==> src/rtl/stream_packer_if.sv <==
// stream_packer_if: narrow-in / wide-out valid-ready bundle for stream_packer.
// in_last and out_keep exist only when STREAM_PACKER_PACK_LAST_EN is defined.
interface stream_packer_if #(
  parameter int WIDTH = 8,
  parameter int RATIO = 4
);
  logic in_valid, in_ready, out_valid, out_ready;
  logic [WIDTH-1:0] data_in;
  logic [WIDTH*RATIO-1:0] data_out;
`ifdef STREAM_PACKER_PACK_LAST_EN
  logic in_last;
  logic [RATIO-1:0] out_keep;
  modport slave(input in_valid, data_in, in_last, out_ready, output in_ready, out_valid, data_out, out_keep);
  modport master(output in_valid, data_in, in_last, out_ready, input in_ready, out_valid, data_out, out_keep);
`else
  modport slave(input in_valid, data_in, out_ready, output in_ready, out_valid, data_out);
  modport master(output in_valid, data_in, out_ready, input in_ready, out_valid, data_out);
`endif
endinterface

==> src/rtl/stream_packer.sv <==
// stream_packer: packs RATIO WIDTH-bit beats little-endian into one wide word, valid/ready on both sides.
// Define STREAM_PACKER_PACK_LAST_EN for in_last early close with zero upper lanes and out_keep.
module stream_packer #(
  parameter int WIDTH = 8,
  parameter int RATIO = 4
) (
  input logic clk,
  input logic rst,
  stream_packer_if.slave s
);
  localparam int CW = $clog2(RATIO);
  logic [CW-1:0] cnt_q, cnt_d;
  logic [RATIO-2:0][WIDTH-1:0] acc_q, acc_d;
  logic [RATIO-1:0][WIDTH-1:0] ext, word, data_q, data_d;
  logic out_valid_q, out_valid_d, closing, accept;
`ifdef STREAM_PACKER_PACK_LAST_EN
  logic [RATIO-1:0] keep, keep_q, keep_d;
  assign closing = cnt_q == CW'(RATIO - 1) || s.in_last;
  assign s.out_keep = keep_q;
`else
  assign closing = cnt_q == CW'(RATIO - 1);
`endif
  assign accept = s.in_valid && s.in_ready;
  assign s.in_ready = !out_valid_q || s.out_ready || !closing;
  assign s.out_valid = out_valid_q;
  assign s.data_out = data_q;
  assign ext = {s.data_in, acc_q};
  // The closing beat lands in lane cnt; lanes above it are reachable only via in_last and read as zero.
  always_comb begin
    for (int k = 0; k < RATIO; k++) begin
      word[k] = CW'(k) == cnt_q ? s.data_in : CW'(k) < cnt_q ? ext[k] : '0;
`ifdef STREAM_PACKER_PACK_LAST_EN
      keep[k] = CW'(k) <= cnt_q;
`endif
    end
  end
  always_comb begin
    cnt_d = cnt_q;
    acc_d = acc_q;
    data_d = data_q;
    out_valid_d = out_valid_q && !s.out_ready;
`ifdef STREAM_PACKER_PACK_LAST_EN
    keep_d = keep_q;
`endif
    if (accept && !closing) begin
      acc_d[cnt_q] = s.data_in;
      cnt_d = cnt_q + 1'b1;
    end
    if (accept && closing) begin
      data_d = word;
      out_valid_d = 1'b1;
      cnt_d = '0;
`ifdef STREAM_PACKER_PACK_LAST_EN
      keep_d = keep;
`endif
    end
  end
  always_ff @(posedge clk) begin
    if (rst) begin
      cnt_q <= '0;
      acc_q <= '0;
      data_q <= '0;
      out_valid_q <= 1'b0;
`ifdef STREAM_PACKER_PACK_LAST_EN
      keep_q <= '0;
`endif
    end else begin
      cnt_q <= cnt_d;
      acc_q <= acc_d;
      data_q <= data_d;
      out_valid_q <= out_valid_d;
`ifdef STREAM_PACKER_PACK_LAST_EN
      keep_q <= keep_d;
`endif
    end
  end
endmodule

==> src/flat_wrapper.sv <==
// flat-port wrapper written by rule: the top's interface ports become plain ports
module stream_packer_flat 
#(
  parameter int WIDTH = 8,
  parameter int RATIO = 4
)
  (clk, rst, s_in_valid, s_data_in, s_out_ready, s_in_ready, s_out_valid, s_data_out);
  stream_packer_if #(.WIDTH(WIDTH), .RATIO(RATIO)) s_i ();
  input logic clk;
  input logic rst;
  input wire logic [$bits(s_i.in_valid)-1:0] s_in_valid;
  input wire logic [$bits(s_i.data_in)-1:0] s_data_in;
  input wire logic [$bits(s_i.out_ready)-1:0] s_out_ready;
  output wire logic [$bits(s_i.in_ready)-1:0] s_in_ready;
  output wire logic [$bits(s_i.out_valid)-1:0] s_out_valid;
  output wire logic [$bits(s_i.data_out)-1:0] s_data_out;
  assign s_i.in_valid = s_in_valid;
  assign s_i.data_in = s_data_in;
  assign s_i.out_ready = s_out_ready;
  assign s_in_ready = s_i.in_ready;
  assign s_out_valid = s_i.out_valid;
  assign s_data_out = s_i.data_out;
  stream_packer #(.WIDTH(WIDTH), .RATIO(RATIO)) u_core (.clk(clk), .rst(rst), .s(s_i));
endmodule
==> config.mk <==
export PLATFORM = sky130hd
export DESIGN_NAME = stream_packer_flat
export DESIGN_NICKNAME = d
export VERILOG_FILES = /design/src/rtl/stream_packer_if.sv /design/src/rtl/stream_packer.sv /design/src/flat_wrapper.sv
export SDC_FILE = /design/constraint.sdc
export NUM_CORES = 1
export LEC_CHECK = 0
export ABC_AREA = 0
export CAP_MARGIN = 15
export CORE_ASPECT_RATIO = 0.8
export CORE_MARGIN = 5
export CORE_UTILIZATION = 56
export CTS_BUF_LIST = sky130_fd_sc_hd__clkbuf_8 sky130_fd_sc_hd__clkbuf_16
export CTS_CLUSTER_DIAMETER = 40
export DETAILED_ROUTE_END_ITERATION = 12
export PLACE_DENSITY = 0.88
export SLEW_MARGIN = 25
export SYNTH_ARGS = -nofsm -noshare
export SYNTH_HDL_FRONTEND = slang
export SYNTH_SLANG_ARGS = --single-unit
==> constraint.sdc <==
create_clock -name clk -period 2.9 [get_ports clk]
set_clock_uncertainty 0.2 [all_clocks]
set_input_delay 0.87 -clock clk [delete_from_list [all_inputs] [get_ports clk]]
set_output_delay 0.87 -clock clk [all_outputs]
set_load 0.01 [all_outputs]
==> run_results.csv <==
group,metric,value,unit
placed_design,port-buffer-count,45,
clock_network,clock-sinks,59,
power,p_int,0.001399,W
sta,rsz0062_at_grt,"no",
grt,gr-total-overflow,0,
power,p_leak,1.083,nW
yosys,synthFlopType,"dfxtp_1",
route,wl_met3,653,um
route,drtAntennaViolNets,0,
sta,hold_viol_final,0,
route,top_layer,"met4",
grt,grt_use_total,22.32,%
grt,antenna_found_initial,0,
worst_hold_path,min_to,"u_core.acc_q[14]",
placed_design,dp_hpwl,4.039,mm
clock_network,cts_buffer_depth,2,
yosys,async_flop_share,0,%
layout,antennaDiodeCount,0,
clock_network,cts_buffers,9,
die,fp-row-count,22,
power,power.density,575.6,mW/mm^2
clock_network,h-tree-depth,3,
power,p_comb_share,12.8,%
sta,worst_pin_slew,747.5,ps
placed_design,place_congestion,0.7809,
yosys,synth_most_common_cell,"dfxtp_1",
worst_hold_path,min_path_cells,2,
die,dieArea,0.006065,sq mm
worst_hold_path,min-delay-start,"u_core.acc_q[14]",
grt,grt_max_degree,34,
clock_network,cts.clk_slew.worst_paths,60,ps
sta,max_freq,349.1,MHz
route,dr.pass1.iters,5,
yosys,yosysTopAreaCell,"dfxtp_1",
power,switching_share,24.82,%
yosys,yosys_warnings,0,
power,clockPowerShare,40.9,%
worst_hold_path,hold_class,"reg -> reg",
critical_path,crit_fanout,2,
route,met1_length,2.779,mm
critical_path,r2r_cells,5,
critical_path,cp.required,1830,ps
yosys,ys_top_cells_by_count,"59 x dfxtp_1, 53 x a21oi_1, 34 x nand2_1",
layout,utilization,71.62,%
die,core,0.004514,sq mm
sta,maxSlewViolCount,0,
yosys,syn-num-nets,301,
route,vias_per_cell,5.790,
die,die_w,85.83,um
sta,slew_headroom,50.16,%
flow_run,maxCapViolations,0,
critical_path,r2r_end,"u_core.acc_q[12]",
power,sequentialPowerShare,46.4,%
sta,setup_viol,0,
sta,fin_crit,2864,ps
clock_network,clock-root-buffer,"clkbuf_8",
clock_network,cts_tree,"built",
power,p_sw,0.0004620,W
critical_path,reg2reg_from,"u_core.cnt_q[1]",
critical_path,crit_type,"in -> out",
placed_design,pre_cts_slack,-157.7,ps
power,p_total,0.001861,W
critical_path,rrSetupSlack,630,ps
critical_path,start_kind,"primary input",
yosys,seq_area_frac_synth,45.85,%
route,wl_met2,2.900,mm
yosys,synth_seq_cells,59,
layout,drive_above_1_share,11.82,%
die,die_y,70.67,um
yosys,synth_top_area_share,45.85,%
clock_network,postCtsHoldBufs,0,
die,start_util,57.07,%
yosys,avgSynthCellArea,9.039,sq um
layout,nets,341,
layout,area_delta_synth_final,25.50,%
sta,fin_ws,35.54,ps
route,dr.first_iter.drc_count,254,
route,wire_per_inst,16.38,um
die,boundaryPins,46,
yosys,netlist_area,0.002576,sq mm
yosys,synth-edff-count,0,
critical_path,cp_data_arrival_time,1790,ps
outcome,status,"finished, final reports clean",
yosys,synthTopCellsByArea,"dfxtp_1 46%, a21oi_1 10%, mux2i_1 6.6%",
critical_path,cp-end-kind,"output port",
yosys,synth_cell_types,26,
yosys,syn_inst,285,
grt,grt_pass1_wl,10.60,mm
clock_network,clk_latency,340,ps
power,irDropWorstVdd,0.0004279,V
route,route.vias.total,2258,
route,wirelength,6.387,mm
route,route.detailed.drc,0,
grt,grt_pass1_vias,2154,
sta,post-route-period-util,98.77,%
## flip-flops by register name (all words and copies together) (netlist names)
register            cells
u_core.acc_q           24
u_core.cnt_q            2
u_core.s.data_out      32
u_core.s.out_valid      1
## critical path, cell delays in order
cell	delay (ps)
clkdlybuf4s50_1	420
nor2b_1	160
nand2_1	70
dlygate4sd2_1	280
## layout by cell type (no fill, tap or decap), types with 2 or more instances in the layout
cell	netlist	routed
a211oi_1	11	11
a211oi_2	5	5
a21oi_1	53	53
a21oi_2	4	4
a311oi_1	6	6
a311oi_2	2	2
buf_4	6	12
clkbuf_8	0	12
clkdlybuf4s50_1	0	43
dfxtp_1	59	59
ha_1	4	4
inv_1	2	5
mux2i_1	17	17
nand2_1	34	34
nand3_1	32	32
nand3b_1	11	11
nor2b_1	2	2
nor3_1	2	2
o21ai_0	8	8
## layer usage
metal / GRT usage [%] / up-vias
met5: 0 / -
met3: 9.430 / 6
met2: 34.40 / 93
met1: 28.83 / 1064
met4: 5.975 / 0
li1: - / 1095
## power by group through the flow
stage | clock (W) | sequential, W | combinational (W)
after floorplan | 0 | 0.000877 | 0.000162
after global placement | 0 | 0.000878 | 0.000227
after detailed placement | 0 | 0.000880 | 0.000234
after CTS | 0.000769 | 0.000862 | 0.000237
after global routing | 0.000811 | 0.000866 | 0.000260
final | 0.000760 | 0.000863 | 0.000238
## how the worst max path moves through the flow
stage                            from         end  slack [ps]
after global placement    s_out_ready  s_in_ready        -160
after floorplan           s_out_ready  s_in_ready         620
after global routing      s_out_ready  s_in_ready           7
final                     s_out_ready  s_in_ready          40
after CTS                 s_out_ready  s_in_ready          40
after detailed placement  s_out_ready  s_in_ready        -160
## area by class of cell
type	count	area, sq um
Tap cell	60	75.07
Inverter	2	7.507
Sequential cell	59	1181
Multi-Input combinational cell	195	1209
Fill cell	378	1281
Clock buffer	12	165.2
Timing Repair Buffer	58	554.3
Clock inverter	4	41.29
## cells by family after synthesis
family / synth area share [%]
AO/OA/AOI/OAI: 22.05
AND/OR/NAND/NOR: 15.98
flip-flops: 45.85
buffers and inverters: 7.236
multiplexers: 6.605
adder cells (fa/ha/maj): 1.943
XOR/XNOR: 0.3400
## per-stage QoR
step / std cells / hold slack, ps / setup TNS, ps / area [sq um]
3_3_place_gp: 374 / 240.5 / -155.2 / 3028
2_1_floorplan: 285 / 235.7 / 0 / 2576
4_1_cts: 390 / 256.8 / 0 / 3233
6_report: 390 / 256.3 / 0 / 3233
5_1_grt: 390 / 267.7 / 0 / 3233
3_5_place_dp: 374 / 247.9 / -157.7 / 3028
## what timing repair did
action	4_1_cts	5_1_grt
setup endpoints to repair	1	0
buffers inserted	0	0
gates resized for setup	1	0
(Power assumes the default switching activity.)
